$ cat config.mk
export PLATFORM = sky130hd
export DESIGN_NAME = a2d_sweep_sched
export DESIGN_NICKNAME = d
export VERILOG_FILES = /design/src/rtl/a2d_pkg.sv /design/src/rtl/sched_timer.sv /design/src/rtl/a2d_sweep_sched.sv
export SDC_FILE = /design/constraint.sdc
export NUM_CORES = 1
export LEC_CHECK = 0
export CAP_MARGIN = 10
export CORE_MARGIN = 3
export CORE_UTILIZATION = 49
export CTS_CLUSTER_SIZE = 14
export DETAILED_ROUTE_END_ITERATION = 12
export GPL_ROUTABILITY_DRIVEN = 1
export PLACE_DENSITY = 0.74
export SETUP_SLACK_MARGIN = 0.3
export SLEW_MARGIN = 20
export SYNTH_ARGS = -nofsm -noshare
export SYNTH_HDL_FRONTEND = slang
export SYNTH_SLANG_ARGS = --single-unit
$ cat constraint.sdc
create_clock -name clk -period 1.9 [get_ports clk]
set_input_delay 0.38 -clock clk [delete_from_list [all_inputs] [get_ports clk]]
set_output_delay 0.38 -clock clk [all_outputs]
set_load 0.05 [all_outputs]
$ cat src/rtl/a2d_pkg.sv
// Shared types and constants for the A2D sweep scheduler.
package a2d_pkg;

  localparam int unsigned RES_W = 12;

  typedef enum logic [2:0] {
    IDLE,
    SETTLE,
    START,
    ARM,
    WAIT,
    STORE
  } sched_state_t;

  // Channel converted for each list index; index 0 is element 0.
  localparam logic [2:0] SWEEP_ORDER [8] = '{3'd1, 3'd0, 3'd4, 3'd2, 3'd3, 3'd7, 3'd5, 3'd6};

endpackage

$ cat src/rtl/sched_timer.sv
// Loadable up-counter with synchronous clear, count enable and terminal-count compare.
module sched_timer #(
  parameter int unsigned Width = 8
) (
  input  logic             clk,
  input  logic             rst_n,
  input  logic             clr_i,
  input  logic             en_i,
  input  logic             ld_i,
  input  logic [Width-1:0] ld_val_i,
  input  logic [Width-1:0] tc_val_i,
  output logic             tc_o
);

  logic [Width-1:0] cnt_q, cnt_d;

  always_comb begin
    cnt_d = cnt_q;
    if (clr_i) begin
      cnt_d = '0;
    end else if (ld_i) begin
      cnt_d = ld_val_i;
    end else if (en_i) begin
      cnt_d = cnt_q + Width'(1);
    end
  end

  always_ff @(posedge clk or negedge rst_n) begin
    if (!rst_n) begin
      cnt_q <= '0;
    end else begin
      cnt_q <= cnt_d;
    end
  end

  assign tc_o = (cnt_q == tc_val_i);

endmodule

$ cat src/rtl/a2d_sweep_sched.sv
// Walks the A2D interface through SWEEP_ORDER once per go, with a settle delay per entry,
// and presents each captured result with its list index.
module a2d_sweep_sched
  import a2d_pkg::*;
#(
  parameter int unsigned NUM_CH      = 6,
  parameter int unsigned SETTLE_CYC  = 4096,
  parameter int unsigned TIMEOUT_CYC = 8192
) (
  input  logic             clk,
  input  logic             rst_n,
  input  logic             go,
  input  logic             cnv_cmplt,
  input  logic [RES_W-1:0] res,
  output logic             strt_cnv,
  output logic [2:0]       chnnl,
  output logic [RES_W-1:0] rslt,
  output logic [2:0]       rslt_idx,
  output logic             rslt_vld,
  output logic             sweep_done,
  output logic             sweep_err,
  output logic             busy
);

  localparam int unsigned MaxCyc  = (SETTLE_CYC > TIMEOUT_CYC) ? SETTLE_CYC : TIMEOUT_CYC;
  localparam int unsigned CntW    = $clog2(MaxCyc) + 1;
  localparam logic [2:0]  LastIdx = 3'(NUM_CH - 1);

  sched_state_t     state_q, state_d;
  logic [2:0]       idx_q, idx_d;
  logic [2:0]       chnnl_q, chnnl_d;
  logic [RES_W-1:0] rslt_q, rslt_d;
  logic [2:0]       rslt_idx_q, rslt_idx_d;
  logic             rslt_vld_q, rslt_vld_d;
  logic             done_q, done_d;
  logic             err_q, err_d;

  logic settle_clr, settle_en, settle_tc;
  logic to_clr, to_en, to_tc;

  sched_timer #(
    .Width (CntW)
  ) u_settle_timer (
    .clk      (clk),
    .rst_n    (rst_n),
    .clr_i    (settle_clr),
    .en_i     (settle_en),
    .ld_i     (1'b0),
    .ld_val_i ('0),
    .tc_val_i (CntW'(SETTLE_CYC - 1)),
    .tc_o     (settle_tc)
  );

  sched_timer #(
    .Width (CntW)
  ) u_timeout_timer (
    .clk      (clk),
    .rst_n    (rst_n),
    .clr_i    (to_clr),
    .en_i     (to_en),
    .ld_i     (1'b0),
    .ld_val_i ('0),
    .tc_val_i (CntW'(TIMEOUT_CYC - 1)),
    .tc_o     (to_tc)
  );

  always_comb begin
    state_d    = state_q;
    idx_d      = idx_q;
    rslt_d     = rslt_q;
    rslt_idx_d = rslt_idx_q;
    rslt_vld_d = 1'b0;
    done_d     = 1'b0;
    err_d      = 1'b0;
    settle_clr = 1'b1;
    settle_en  = 1'b0;
    to_clr     = 1'b1;
    to_en      = 1'b0;

    unique case (state_q)
      IDLE: begin
        // The done/err pulse shows while already in IDLE; the sweep is not over until it drops.
        if (go && !done_q && !err_q) begin
          state_d = SETTLE;
          idx_d   = '0;
        end
      end
      SETTLE: begin
        settle_clr = 1'b0;
        settle_en  = 1'b1;
        if (settle_tc) begin
          state_d = START;
        end
      end
      START: state_d = ARM;
      ARM:   state_d = WAIT;
      WAIT: begin
        to_clr = 1'b0;
        to_en  = 1'b1;
        if (cnv_cmplt) begin
          state_d = STORE;
        end else if (to_tc) begin
          state_d = IDLE;
          err_d   = 1'b1;
        end
      end
      STORE: begin
        rslt_d     = res;
        rslt_idx_d = idx_q;
        rslt_vld_d = 1'b1;
        if (idx_q == LastIdx) begin
          done_d  = 1'b1;
          idx_d   = '0;
          state_d = IDLE;
        end else begin
          idx_d   = idx_q + 3'd1;
          state_d = SETTLE;
        end
      end
      default: state_d = IDLE;
    endcase

    chnnl_d = SWEEP_ORDER[idx_d];
  end

  always_ff @(posedge clk or negedge rst_n) begin
    if (!rst_n) begin
      state_q    <= IDLE;
      idx_q      <= '0;
      chnnl_q    <= SWEEP_ORDER[0];
      rslt_q     <= '0;
      rslt_idx_q <= '0;
      rslt_vld_q <= 1'b0;
      done_q     <= 1'b0;
      err_q      <= 1'b0;
    end else begin
      state_q    <= state_d;
      idx_q      <= idx_d;
      chnnl_q    <= chnnl_d;
      rslt_q     <= rslt_d;
      rslt_idx_q <= rslt_idx_d;
      rslt_vld_q <= rslt_vld_d;
      done_q     <= done_d;
      err_q      <= err_d;
    end
  end

  assign strt_cnv   = (state_q == START);
  assign busy       = (state_q != IDLE);
  assign chnnl      = chnnl_q;
  assign rslt       = rslt_q;
  assign rslt_idx   = rslt_idx_q;
  assign rslt_vld   = rslt_vld_q;
  assign sweep_done = done_q;
  assign sweep_err  = err_q;

endmodule

; ---- Word level (Yosys, flattened, before mapping)
; Memories as Yosys holds them, arrays and structs flattened. A register that Yosys moved wholly into a read port is not among the register bits.
; Index checks and enable logic that the tools add are counted.
[word_totals]
reg_bits = 52
romBits = 24
wordCells = 56
n_memories = 1
[op_classes]
n_addsub = 3
eq_ne = 13
mux = 21
bitwise_logic = 1
n_reduce_logical = 8
[memory_table]
columns = name, depth, width, read_ports, rd_clocked_by_memory_dff, wr, line
row1 = (name not given), 8, 3, 1, 1, 0, a2d_sweep_sched.sv:123  ; chnnl_d = SWEEP_ORDER[idx_d];
[ops]
columns = cell, count
row1 = $mux W14, 4
row2 = $add A14 B1 Y14 const B, 2
row3 = $mux W3, 6
row4 = $pmux W3 S6, 1
row5 = $eq A14 B12 Y1 const B, 1
row6 = $eq A14 B13 Y1 const B, 1
row7 = $eq A3 B3 Y1 const B, 3
row8 = $mux W1, 9
row9 = $ne A2 B2 Y1 const B, 4
row10 = $eq A3 B2 Y1 const B, 2
row11 = $pmux W3 S2, 1
row12 = $not A3 Y4, 1
row13 = $add A3 B1 Y3 const B, 1
row14 = $eq A3 B1 Y1 const B, 1
row15 = $logic_not A1 Y1, 3
row16 = $logic_not A3 Y1, 1
row17 = $ne A3 B3 Y1 const B, 1
row18 = $reduce_and A3 Y1, 1
row19 = $reduce_bool A3 Y1, 1
row20 = $logic_and A1 B1 Y1, 2

; ---- Longest topological paths before layout
; Gate-level depths: netlist (run 1).
[depth]
depth_word = 6
ltp_mapped = 6

; ---- Cells and area by module
; From an unflattened synthesis (run 1), not the netlist that was laid out.
[unflattened]
cells_unflattened = 360
area_unflattened_um2 = 3216.8
[modules_own_cells]
columns = mod, n_inst, cells_each, area_per_inst_um2, seq_area_each_um2
row1 = sched_timer, 2, 116, 1019.7, 350.3
row2 = a2d_sweep_sched, 1, 128, 1177.4, 676.9

; ---- Least setup slack after synthesis (run 1)
; Ideal clock, no wire load.
[synth_path]
kind = register to output
startpoint = register state_q[2]
endpoint = output strt_cnv
arrival_ps = 1653
slack_ps = -133
stages_incl_launch_ff = 3
n_path_buf = 1
path_cell_list = dfrtp_1 -> buf_2 -> nor3_1
[synth_via]
elab_chain_len = 1
[synth_lines]
columns = item, line
row1 = "start, declared", a2d_sweep_sched.sv:29  ; sched_state_t state_q, state_d;
row2 = "start signal, assigned", a2d_sweep_sched.sv:137  ; state_q <= state_d;
row3 = $eq A3 B2 Y1, a2d_sweep_sched.sv:148  ; assign strt_cnv = (state_q == START);
row4 = "end, declared", a2d_sweep_sched.sv:15  ; output logic strt_cnv,
; No other way between the ends.

; ---- Final worst setup path (run 1)
[layout_path]
startpoint = register state_q[1]
endpoint = output busy
[layout_via]
elab_chain_len = 1
[layout_lines]
columns = item, line
row1 = $reduce_bool A3 Y1, a2d_sweep_sched.sv:149  ; assign busy = (state_q != IDLE);
row2 = "end, declared", a2d_sweep_sched.sv:22  ; output logic busy
; No other way between the ends.

==> metrics.yaml, run 1 <==
outcome:
  run_status: "finished, final reports clean"
floorplanning:
  die_area_mm2: 0.00610
  fp.coreArea_mm2: 0.00488
  fp-row-count: 25
  fp.dieW_um: 78.1
  boundary_pins: 39
  initial_core_util_pct: 52.2
  die_height_um: 78.1
detailed_routing:
  route.detailed.drc: 0
  detailroute.wirelength.met3_um: 195
  routedWlPerCell_um: 13.9
  route.detailed.vias_per_inst: 5.50
  drtAntennaViolNets: 0
  drt-pass1-iter-count: 4
  wl_met1_um: 2440
  routed_wirelength_um: 5210
  dr_total_vias: 2067
  initialDrtViolationCount: 120
  wl_met2_um: 2520
  top_metal_layer_carrying_routed_signals: "met4"
cts:
  htree_levels: 2
  cts-root-to-sink-buffers: 2
  clock_slew_at_reported_path_ffs_ns: 0.10
  cell_chosen_for_the_clock_root: "sky130_fd_sc_hd__clkbuf_8"
  tritoncts: "done"
  cts_buffers: 5
  worstSkewPairLatency_ns: 0.31
  clkSinkCount: 55
layout:
  drive_above_1_share_pct: 14.9
  layout.nets: 326
  antenna_cells_inserted: 0
  area_growth_syn_to_layout_pct: 27.9
  finish.utilization_pct: 66.8
yosys:
  synthesis.nets: 278
  yosys_register_bits: 55
  synth.lib_cells_used.distinct: 44
  async_reset_ff_share_pct: 100
  primary_ff_master_synth: "sky130_fd_sc_hd__dfrtp_1"
  synth_top_area_share_pct: 53.0
  postSynthAreaPerCell_um2: 9.80
  post_synth_main_area_contributors: "sky130_fd_sc_hd__dfrtp_1 53%, sky130_fd_sc_hd__nand2_1 7.7%, sky130_fd_sc_hd__a21oi_1 2.9%"
  syn-cell-area_mm2: 0.00255
  synth_seq_area_share_pct: 54.1
  synth-edff-count: 0
  post-synth-top-area-cell: "sky130_fd_sc_hd__dfrtp_1"
  cell_count_after_synthesis: 260
  synth_commonest_cells: "54 x sky130_fd_sc_hd__dfrtp_1, 52 x sky130_fd_sc_hd__nand2_1, 15 x sky130_fd_sc_hd__a21oi_1, 12 x sky130_fd_sc_hd__nand3_1"
  yosysWarningCount: 0
  post-synth-top-count-cell: "sky130_fd_sc_hd__dfrtp_1"
timing:
  setup_tns_ns: 0
  postLayoutSetupSlackWorst_ns: 0.167
  slew_violations: 0
  final_period_minus_worst_setup_slack_ns: 1.73
  final.hold.worst_slack_ns: 0.0559
  grt_setup_unrepaired: "true"
  timing_worst_slew_pin_value_ns: 0.500
  max_freq_mhz: 577
  hold_violations: 0
  layout_worst_path_cycle_share_pct: 91.2
  skew_ns: 0.00554
  finalSetupViolations: 0
  timing.max_slew.rel_slack_pct: 66.8
setup_path:
  r2r_setup_slack_ns: 0.34
  cp-start-kind: "flop"
  reg2reg_from: "u_timeout_timer.cnt_q[2]"
  crit_path_end_kind: "primary output"
  crit-reg2reg-capture: "u_timeout_timer.cnt_q[10]"
  crit_fanout: 6
  critPathKind: "reg2out"
  ff2ff_path_depth: 4
  critical_path_arrival_ns: 1.35
  worst-endpoint-required_ns: 1.52
grt:
  antenna_found_initial: 0
  grt_first_pass_wirelength_um: 8760
  grt_pass1_vias: 1912
  overflow: 0
  pin_count_of_the_biggest_net_entering_global_routing: 56
  grt.total_usage_pct: 17.8
power_and_ir_drop:
  p_switching_uw: 479
  powerDensity_mw_per_mm2: 687
  sequentialPowerShare_pct: 53.1
  sw_frac_of_total_pct: 21.4
  finalPower_mw: 2.24
  p_int_mw: 1.76
  clockPowerShare_pct: 40.7
  power_leakage_nw: 1.39
  combinationalPowerShare_pct: 6.2
  largest_vdd_supply_drop_uv: 391
placed_design:
  routability_congestion: 0.744
  placement.setup.worst_slack_ns: 0.0296
  port_buffers: 38
  detailedPlacementHpwl_um: 3500
min_path:
  holdCritPathClass: "in2async"
flow_run:
  max-cap-violations: 0
[final cells by class]
| cell class | instances | area, µm² |
|---|---|---|
| clock buffers | 5 | 68.8 |
| clock inverters | 3 | 67.6 |
| fillers | 404 | 1620 |
| inverters | 11 | 45.0 |
| multi-input cells | 184 | 1130 |
| flip-flops and latches | 55 | 1380 |
| well taps | 67 | 83.8 |
| repair buffers | 51 | 479 |
[kinds of logic after synthesis]
family                   share of synthesized area, %
XOR/XNOR                                         2.06
buffers and inverters                            3.59
flip-flops                                       54.1
AND/OR/NAND/NOR                                  26.3
multiplexers                                     1.18
AO/OA/AOI/OAI                                    11.8
adder cells (fa/ha/maj)                         0.982
[sequential cells by signal, indices dropped and copies added, names as in the netlist]
name and flops:
sweep_err 1, rslt 12, chnnl 3, state_q 3
sweep_done 1, idx_q 3, u_settle_timer.cnt_q 14, rslt_idx 3
rslt_vld 1, u_timeout_timer.cnt_q 14
[stage by stage]
stage | cells | instance area [µm²]
after floorplan | 260 | 2560
after global placement | 359 | 3010
after detailed placement | 359 | 3010
after CTS | 369 | 3170
after global routing | 376 | 3260
final | 376 | 3260
[worst max-delay path by stage]
stage                    start       end  slack, ns
floorplan           state_q[2]  strt_cnv       0.31
global placement            go  chnnl[2]       0.06
detailed placement          go  chnnl[2]       0.03
CTS                 state_q[0]      busy       0.11
global route        state_q[1]      busy       0.14
finish              state_q[1]      busy       0.17
[worst max-delay path: stages (launching register included)]
cell	delay [ns]
sky130_fd_sc_hd__dfrtp_2	0.45
sky130_fd_sc_hd__or3_4	0.42
sky130_fd_sc_hd__buf_6	0.17
[placed cells by master, fill, tap and decap left out, types with 3 or more instances in the layout]
cell and n:
sky130_fd_sc_hd__nor3_1 3, sky130_fd_sc_hd__clkbuf_8 5, sky130_fd_sc_hd__buf_6 3, sky130_fd_sc_hd__nand3b_1 3, sky130_fd_sc_hd__buf_4 13, sky130_fd_sc_hd__clkdlybuf4s15_1 10
sky130_fd_sc_hd__inv_1 9, sky130_fd_sc_hd__or4_1 8, sky130_fd_sc_hd__nand2_1 52, sky130_fd_sc_hd__nor2_1 11, sky130_fd_sc_hd__dlygate4sd2_1 6, sky130_fd_sc_hd__or3_1 5
sky130_fd_sc_hd__dfrtp_2 4, sky130_fd_sc_hd__xor2_1 3, sky130_fd_sc_hd__o31ai_1 9, sky130_fd_sc_hd__nand2b_1 3, sky130_fd_sc_hd__and2_1 3, sky130_fd_sc_hd__mux2i_1 3
sky130_fd_sc_hd__a21oi_1 15, sky130_fd_sc_hd__o21ai_0 11, sky130_fd_sc_hd__clkdlybuf4s50_1 14, sky130_fd_sc_hd__o211ai_1 3, sky130_fd_sc_hd__nand3_1 11, sky130_fd_sc_hd__nor4_1 3
sky130_fd_sc_hd__xnor2_1 3, sky130_fd_sc_hd__dfrtp_1 50, sky130_fd_sc_hd__nand4_1 8
[power groups by stage]
stage | clock network, mW | logic (mW) | registers (mW)
2_1_floorplan | 0 | 0.0133 | 1.26
4_1_cts | 0.929 | 0.140 | 1.19
6_report | 0.911 | 0.139 | 1.19
3_5_place_dp | 0 | 0.148 | 1.21
3_3_place_gp | 0 | 0.147 | 1.21
5_1_grt | 0.971 | 0.150 | 1.19
[metal layers]
metal  vias to the layer above  track usage [%]
li1                       1033                -
met1                       986             22.7
met2                        42             30.2
met3                         6             2.98
met4                         0             6.99
met5                         -                0
[what timing repair did]
action | CTS | global route
setup endpoints to repair | 23 | 22
hold buffers | 0 | 0
resized for setup | 30 | 17
pin swaps | 1 | 2
setup buffers | 2 | 7
Power figures use the tool's default switching activity.
==> run 2, diff against run 1 <==
Settings changed: REMOVE_ABC_BUFFERS set to 1.
==> run 2 against run 1 <==
Effect of this change: clock-buffer cell count rose by 3; global-route usage fell by 0.56 points; first-iteration DRC count rose by 4.2%; setup slack improved by 0.0039 ns; critical path type unchanged; register-to-register slack improved by 0.04 ns; maximum frequency rose by 0.22%.
==> metrics.yaml, run 2 (synthesis gave the netlist of run 1 again) <==
floorplanning:
  boundary_pins: 39  # unchanged
  initial_core_util_pct: 52.2  # unchanged
  fp.coreArea_mm2: 0.00488  # unchanged
  fp.dieW_um: 78.1  # unchanged
  die_area_mm2: 0.00610  # unchanged
  die_height_um: 78.1  # unchanged
  fp-row-count: 25  # unchanged
outcome:
  run_status: "finished, final reports clean"
setup_path:
  crit_path_start: "state_q[1]"
  reg2reg_from: "u_timeout_timer.cnt_q[1]"
  critPathKind: "reg2out"
  crit_path_cell_trace: "or3_4, buf_6"
  crit_path_end_kind: "primary output"
  critical_path_arrival_ns: 1.35  # about the same
  critical-path-max-stage-delay_ns: 0.46  # about the same
  worst-endpoint-required_ns: 1.52  # about the same
  crit_fanout: 7  # +1
  cp-start-kind: "flop"
  crit_path_top_delay_cell: "sky130_fd_sc_hd__dfrtp_2"
  cell_type_group_with_the_largest_total_delay_on_the_critical_path: "flip-flops"
  cp.buffers_inverters: 1  # unchanged
layout:
  most_frequent_cells_in_the_layout: "52 x sky130_fd_sc_hd__nand2_1, 50 x sky130_fd_sc_hd__dfrtp_1, 15 x sky130_fd_sc_hd__a21oi_1, 15 x sky130_fd_sc_hd__buf_4, 14 x sky130_fd_sc_hd__clkdlybuf4s50_1"
  antenna_cells_inserted: 0  # unchanged
  commonest_non_fill_non_tap_cell_in_the_layout: "sky130_fd_sc_hd__nand2_1"
  drive_above_1_share_pct: 13.5  # -1.4 points
  area_growth_syn_to_layout_pct: 26.2
  area.sequential_mm2: 0.00138  # unchanged
  finish.utilization_pct: 65.9  # -0.90 points
  layout.nets: 328  # +0.61%
  nFillCells: 395  # -2.2%
  multi_input_area_mm2: 0.00112  # -1.3%
timing:
  max_freq_mhz: 578  # +0.22%
  setup_tns_ns: 0  # unchanged
  grt_setup_unrepaired: "true"
  layout_worst_path_cycle_share_pct: 91.0  # -0.20 points
  slew_violations: 0  # unchanged
  hold_violations: 0  # unchanged
  final_period_minus_worst_setup_slack_ns: 1.73  # -0.00388 ns
  timing.max_slew.rel_slack_pct: 64.5  # -2.3 points
  final.hold.worst_slack_ns: 0.0492  # -0.00669 ns
  skew_ns: 0.00809  # +0.00256 ns
  timing_worst_slew_pin_value_ns: 0.532  # +0.0325 ns
  finalSetupViolations: 0  # unchanged
  postLayoutSetupSlackWorst_ns: 0.171  # +0.00388 ns
placed_design:
  port_buffers: 38  # unchanged
  placement.setup.worst_slack_ns: 0.0248  # -0.00487 ns
  routability_congestion: 0.793  # +6.5%
  detailedPlacementHpwl_um: 3540  # +1.3%
grt:
  antenna_found_initial: 0  # unchanged
  grt_first_pass_wirelength_um: 8370  # -4.4%
  overflow: 0  # unchanged
  grt_pass1_vias: 1837  # -3.9%
  pin_count_of_the_biggest_net_entering_global_routing: 23  # -59%
  grt.total_usage_pct: 17.2  # -0.56 points
power_and_ir_drop:
  finalPower_mw: 2.02  # -9.8%
  p_int_mw: 1.57  # -11%
  largest_vdd_supply_drop_uv: 404  # +3.4%
  combinationalPowerShare_pct: 6.9  # +0.7 points
  sw_frac_of_total_pct: 22.4  # +0.95 points
  power_leakage_nw: 1.36  # -1.7%
  sequentialPowerShare_pct: 58.9  # +5.8 points
  powerDensity_mw_per_mm2: 628  # -8.6%
  p_switching_uw: 451  # -5.8%
  clockPowerShare_pct: 34.2  # -6.5 points
cts:
  ctsHoldBuffers: 0  # unchanged
  worstSkewPairLatency_ns: 0.30  # about the same
  cts_buffers: 5  # unchanged
  cts-root-to-sink-buffers: 2  # unchanged
  clkSinkCount: 55  # unchanged
  clock_slew_at_reported_path_ffs_ns: 0.10  # about the same
  cell_chosen_for_the_clock_root: "sky130_fd_sc_hd__clkbuf_8"
  htree_levels: 2  # unchanged
  tritoncts: "done"
min_path:
  holdCritPathClass: "in2async"
detailed_routing:
  routedWlPerCell_um: 14.0  # +0.81%
  drtAntennaViolNets: 0  # unchanged
  route.detailed.drc: 0  # unchanged
  route.detailed.vias_per_inst: 5.48  # -0.29%
  drt-pass1-iter-count: 4  # unchanged
  initialDrtViolationCount: 125  # +4.2%
  routed_wirelength_um: 5280  # +1.3%
  dr_total_vias: 2072  # +0.24%
flow_run:
  max-cap-violations: 0  # unchanged
## run 2: cell types whose count changed in the layout (fill, tap and decap cells not counted), moves of 2 or more
| cell | delta |
|---|---|
| sky130_fd_sc_hd__clkbuf_8 | +2 |
| sky130_fd_sc_hd__clkdlybuf4s15_1 | -2 |
| sky130_fd_sc_hd__bufinv_16 | -2 |
| sky130_fd_sc_hd__dlygate4sd2_1 | +5 |
| sky130_fd_sc_hd__clkinvlp_4 | -2 |
| sky130_fd_sc_hd__buf_6 | -2 |
| sky130_fd_sc_hd__buf_4 | +2 |
## run 2: through the flow
step	instance area, µm²	cells
2_1_floorplan	2500	250
4_1_cts	3120	371
3_3_place_gp	3030	363
6_report	3220	378
3_5_place_dp	3030	363
5_1_grt	3220	378
## run 2: layout make-up
type                            instances  share of cell area (%)
Clock buffer                            8                    3.11
Tap cell                               67                    2.61
Sequential cell                        55                    43.0
Timing Repair Buffer                   53                    15.3
Inverter                               11                    1.28
Multi-Input combinational cell        184                    34.7
## run 2: power by group through the flow
stage | clock (mW) | combinational [mW] | sequential, mW
after floorplan | 0 | 0.0127 | 1.26
after global placement | 0 | 0.149 | 1.21
after detailed placement | 0 | 0.150 | 1.21
after CTS | 0.703 | 0.142 | 1.19
after global routing | 0.745 | 0.150 | 1.19
final | 0.691 | 0.140 | 1.19
## run 2: timing repair
item	in CTS	in global routing
buffers inserted	0	7
pin swaps	0	3
resized for setup	22	21
gates cloned	0	0
setup endpoints to repair	22	18
## run 2: final timing paths
path / cells past startpoint / to / slack [ns]
worst max-delay path: 2 / busy / 0.17
worst min-delay path: 1 / u_timeout_timer.cnt_q[3] / 0.05
worst max register to register: 5 / state_q[2] / 0.38
worst min register to register: 2 / rslt[5] / 0.47
max in group asynchronous: 2 / chnnl[1] / 1.27
min in group clk: 2 / rslt[5] / 0.47
## run 2: metal layers
layer / wire, µm / global-route usage (%) / up-vias
met3: 251 / 4.24 / 8
met5: 0 / 0 / -
met2: 2460 / 26.9 / 52
met1: 2480 / 23.3 / 982
li1: - / - / 1030
met4: 90 / 6.47 / 0
==> run 3, diff against run 2 <==
Settings changed: PLACE_DENSITY 0.74 to 0.72, SYNTH_HIERARCHICAL set to 1.
==> run 3 against run 2 <==
Effect of this change: first-iteration DRC count shrank 18%; final cell count increased by 47%; die area increased by 24%; global-route usage up 3.1 points; via count increased by 35%; non-clock buffer count rose by 24; routed wire length up 48%; synthesized cell count up 38%; critical path depth up 4; clock skew decreased by 0.0027 ns; worst hold slack lost 0.037 ns; critical endpoint is now u_timeout_timer/cnt_q[6]; largest cell class is now multi-input gates.
==> metrics.yaml, run 3 <==
yosys:
  synth_commonest_cells: "59 x sky130_fd_sc_hd__nand2_1, 54 x sky130_fd_sc_hd__dfrtp_1, 32 x sky130_fd_sc_hd__xnor2_1, 23 x sky130_fd_sc_hd__inv_1, 23 x sky130_fd_sc_hd__nor2_1"
  yosysWarningCount: 6  # +6
  cell_count_after_synthesis: 360  # +38%
  synth_top_area_share_pct: 42.0  # -11 points
  synth.lib_cells_used.distinct: 45  # +2.3%
  postSynthAreaPerCell_um2: 8.94  # -8.8%
  post-synth-top-area-cell: "sky130_fd_sc_hd__dfrtp_1"
  synth_seq_area_share_pct: 42.8  # -11 points
  async_reset_ff_share_pct: 100  # unchanged
  post_synth_main_area_contributors: "sky130_fd_sc_hd__dfrtp_1 42%, sky130_fd_sc_hd__xnor2_1 8.7%, sky130_fd_sc_hd__nand2_1 6.9%"
  post-synth-top-count-cell: "sky130_fd_sc_hd__nand2_1"
  synth-edff-count: 0  # unchanged
  yosys_register_bits: 55  # unchanged
  syn-cell-area_mm2: 0.00322  # +26%
  primary_ff_master_synth: "sky130_fd_sc_hd__dfrtp_1"
outcome:
  run_status: "finished, final reports clean"
floorplanning:
  fp-row-count: 28  # +12%
  boundary_pins: 39  # unchanged
  fp.dieW_um: 87.0  # +11%
  initial_core_util_pct: 52.5  # +0.26 points
  die_area_mm2: 0.00757  # +24%
  fp.coreArea_mm2: 0.00613  # +26%
  die_height_um: 87.0  # +11%
setup_path:
  crit_fanout: 5  # -2
  cp-start-kind: "flop"
  worst-endpoint-required_ns: 2.15  # +0.63 ns
  crit_path_cell_trace: "or3_4, inv_4, nand4_4, or3_1, a21o_1, a21oi_2"
  critical-path-max-stage-delay_ns: 0.45  # about the same
  crit_path_end_kind: "flop"
  crit_path_top_delay_cell: "sky130_fd_sc_hd__dfrtp_1"
  critPathKind: "reg2reg"
  critical_path_arrival_ns: 2.07  # +0.72 ns
grt:
  grt.total_usage_pct: 20.3  # +3.1 points
  grt_first_pass_wirelength_um: 12300  # +47%
  grt_pass1_vias: 2673  # +46%
  overflow: 0  # unchanged
  pin_count_of_the_biggest_net_entering_global_routing: 27  # +17%
  antenna_found_initial: 0  # unchanged
timing:
  layout_worst_path_cycle_share_pct: 95.7  # +4.7 points
  hold_violations: 0  # unchanged
  max_freq_mhz: 550  # -4.9%
  setup_tns_ns: 0  # unchanged
  postLayoutSetupSlackWorst_ns: 0.0812  # -0.0898 ns
  final_period_minus_worst_setup_slack_ns: 1.82  # +0.0898 ns
  skew_ns: 0.00535  # -0.00274 ns
  finalSetupViolations: 0  # unchanged
  slew_violations: 0  # unchanged
  grt_setup_unrepaired: "true"
cts:
  cell_chosen_for_the_clock_root: "sky130_fd_sc_hd__clkbuf_8"
  htree_levels: 2  # unchanged
  cts_buffers: 5  # unchanged
  cts-root-to-sink-buffers: 2  # unchanged
  clkSinkCount: 55  # unchanged
  worstSkewPairLatency_ns: 0.31  # about the same
  clock_slew_at_reported_path_ffs_ns: 0.11  # about the same
  tritoncts: "done"
detailed_routing:
  dr_total_vias: 2802  # +35%
  routed_wirelength_um: 7840  # +48%
  drtAntennaViolNets: 0  # unchanged
  route.detailed.drc: 0  # unchanged
  initialDrtViolationCount: 102  # -18%
  drt-pass1-iter-count: 4  # unchanged
  routedWlPerCell_um: 14.1  # +0.68%
  route.detailed.vias_per_inst: 5.03  # -8.2%
layout:
  drive_above_1_share_pct: 22.6  # +9.1 points
  antenna_cells_inserted: 0  # unchanged
  layout.nets: 499  # +52%
  most_frequent_cells_in_the_layout: "58 x sky130_fd_sc_hd__nand2_1, 58 x sky130_fd_sc_hd__conb_1, 47 x sky130_fd_sc_hd__dfrtp_1, 31 x sky130_fd_sc_hd__buf_4, 30 x sky130_fd_sc_hd__xnor2_1"
  area_growth_syn_to_layout_pct: 39.6
flow_run:
  max-cap-violations: 0  # unchanged
placed_design:
  detailedPlacementHpwl_um: 4840  # +36%
  routability_congestion: 0.856  # +8.1%
  port_buffers: 38  # unchanged
  placement.setup.worst_slack_ns: 0.0134  # -0.0114 ns
power_and_ir_drop:
  powerDensity_mw_per_mm2: 685  # +9.1%
  largest_vdd_supply_drop_uv: 586  # +45%
  power_leakage_nw: 2.16  # +58%
min_path:
  holdCritPathClass: "in2async"
[run 3: cell count changes after synthesis, moves of 7 or more]
cell and change:
sky130_fd_sc_hd__inv_1 +13, sky130_fd_sc_hd__nand2_1 +7, sky130_fd_sc_hd__nor2_1 +12, sky130_fd_sc_hd__o21a_1 +14, sky130_fd_sc_hd__o31ai_1 -9, sky130_fd_sc_hd__or4_1 -8
sky130_fd_sc_hd__xnor2_1 +29, sky130_fd_sc_hd__xor2_1 +15
[run 3: cell families (layout without fill, tap and decap cells)]
group	after synthesis	after routing	synth area share (%)
and+or+nand+nor	144	144	22.9
AOI/OAI and AO/OA	56	56	11.8
DFF	55	55	42.8
xor gates and xnor gates	50	50	13.6
buffers and inverters	43	109	5.41
muxes	8	8	2.49
adders and majority gates	2	2	0.778
other	2	58	0.233
[run 3: final timing paths]
check,from,endpoint,slack (ns),depth (start not counted)
max,state_q[0],u_timeout_timer/cnt_q[6],0.08,6
min,rst_n,u_settle_timer/cnt_q[10],0.01,1
max reg2reg,state_q[0],u_timeout_timer/cnt_q[6],0.08,6
min reg2reg,rslt_idx[1],rslt_idx[1],0.49,2
max in group asynchronous,rst_n,u_settle_timer/cnt_q[0],1.34,2
min in group clk,rslt_idx[1],rslt_idx[1],0.49,2
[run 3: power by group]
part | internal (mW) | switching [mW] | leakage (nW) | total [mW]
logic | 0.385 | 0.557 | 1.42 | 0.942
clock network | 0.265 | 0.413 | 0.0443 | 0.678
registers | 1.30 | 0.153 | 0.694 | 1.46
total | 1.95 | 1.12 | 2.16 | 3.08
[run 3: what timing repair did]
| action | CTS | global route |
|---|---|---|
| endpoints found under the setup margin | 42 | 47 |
| hold buffers | 0 | 0 |
| cloned | 0 | 0 |
| gates resized for setup | 57 | 50 |
| pin swaps | 15 | 13 |
| setup buffers | 12 | 13 |
[run 3: metal layers]
metal | vias to the layer above | global-route usage (%) | routed length, µm | part of all wire [%]
li1 | 1393 | - | - | -
met1 | 1333 | 28.6 | 3560 | 45
met2 | 64 | 32.7 | 3820 | 49
met3 | 12 | 3.03 | 346 | 4.4
met4 | 0 | 5.38 | 109 | 1.4
met5 | - | 0 | 0 | 0
[run 3: critical path, delay by kind of cell, from the launching register on]
family / cells / cell delay [ns]
DFF: 1 / 0.45
AOI/OAI and AO/OA: 2 / 0.27
and+or+nand+nor: 3 / 0.94
buffers and inverters: 1 / 0.10
[run 3: layout make-up]
cell class	count	area (µm²)
timing repair buffer	77	696
multi-input combinational	318	2130
tap	75	93.8
sequential	55	1390
clock buffer	5	68.8
inverter	24	95.1
clock inverter	3	25.0
fill	451	1640
[run 3: stage by stage]
stage	std cells	hold slack [ns]	total power, mW	instance area (µm²)	utilization, %
after floorplan	397	0.0844	2.01	3340	-
after global placement	524	0.366	2.26	3930	64.1
after detailed placement	524	0.368	2.28	3930	64.1
after CTS	544	0.0269	2.98	4270	69.6
after global routing	557	0.0351	3.24	4490	73.2
final	557	0.0123	3.08	4490	73.2
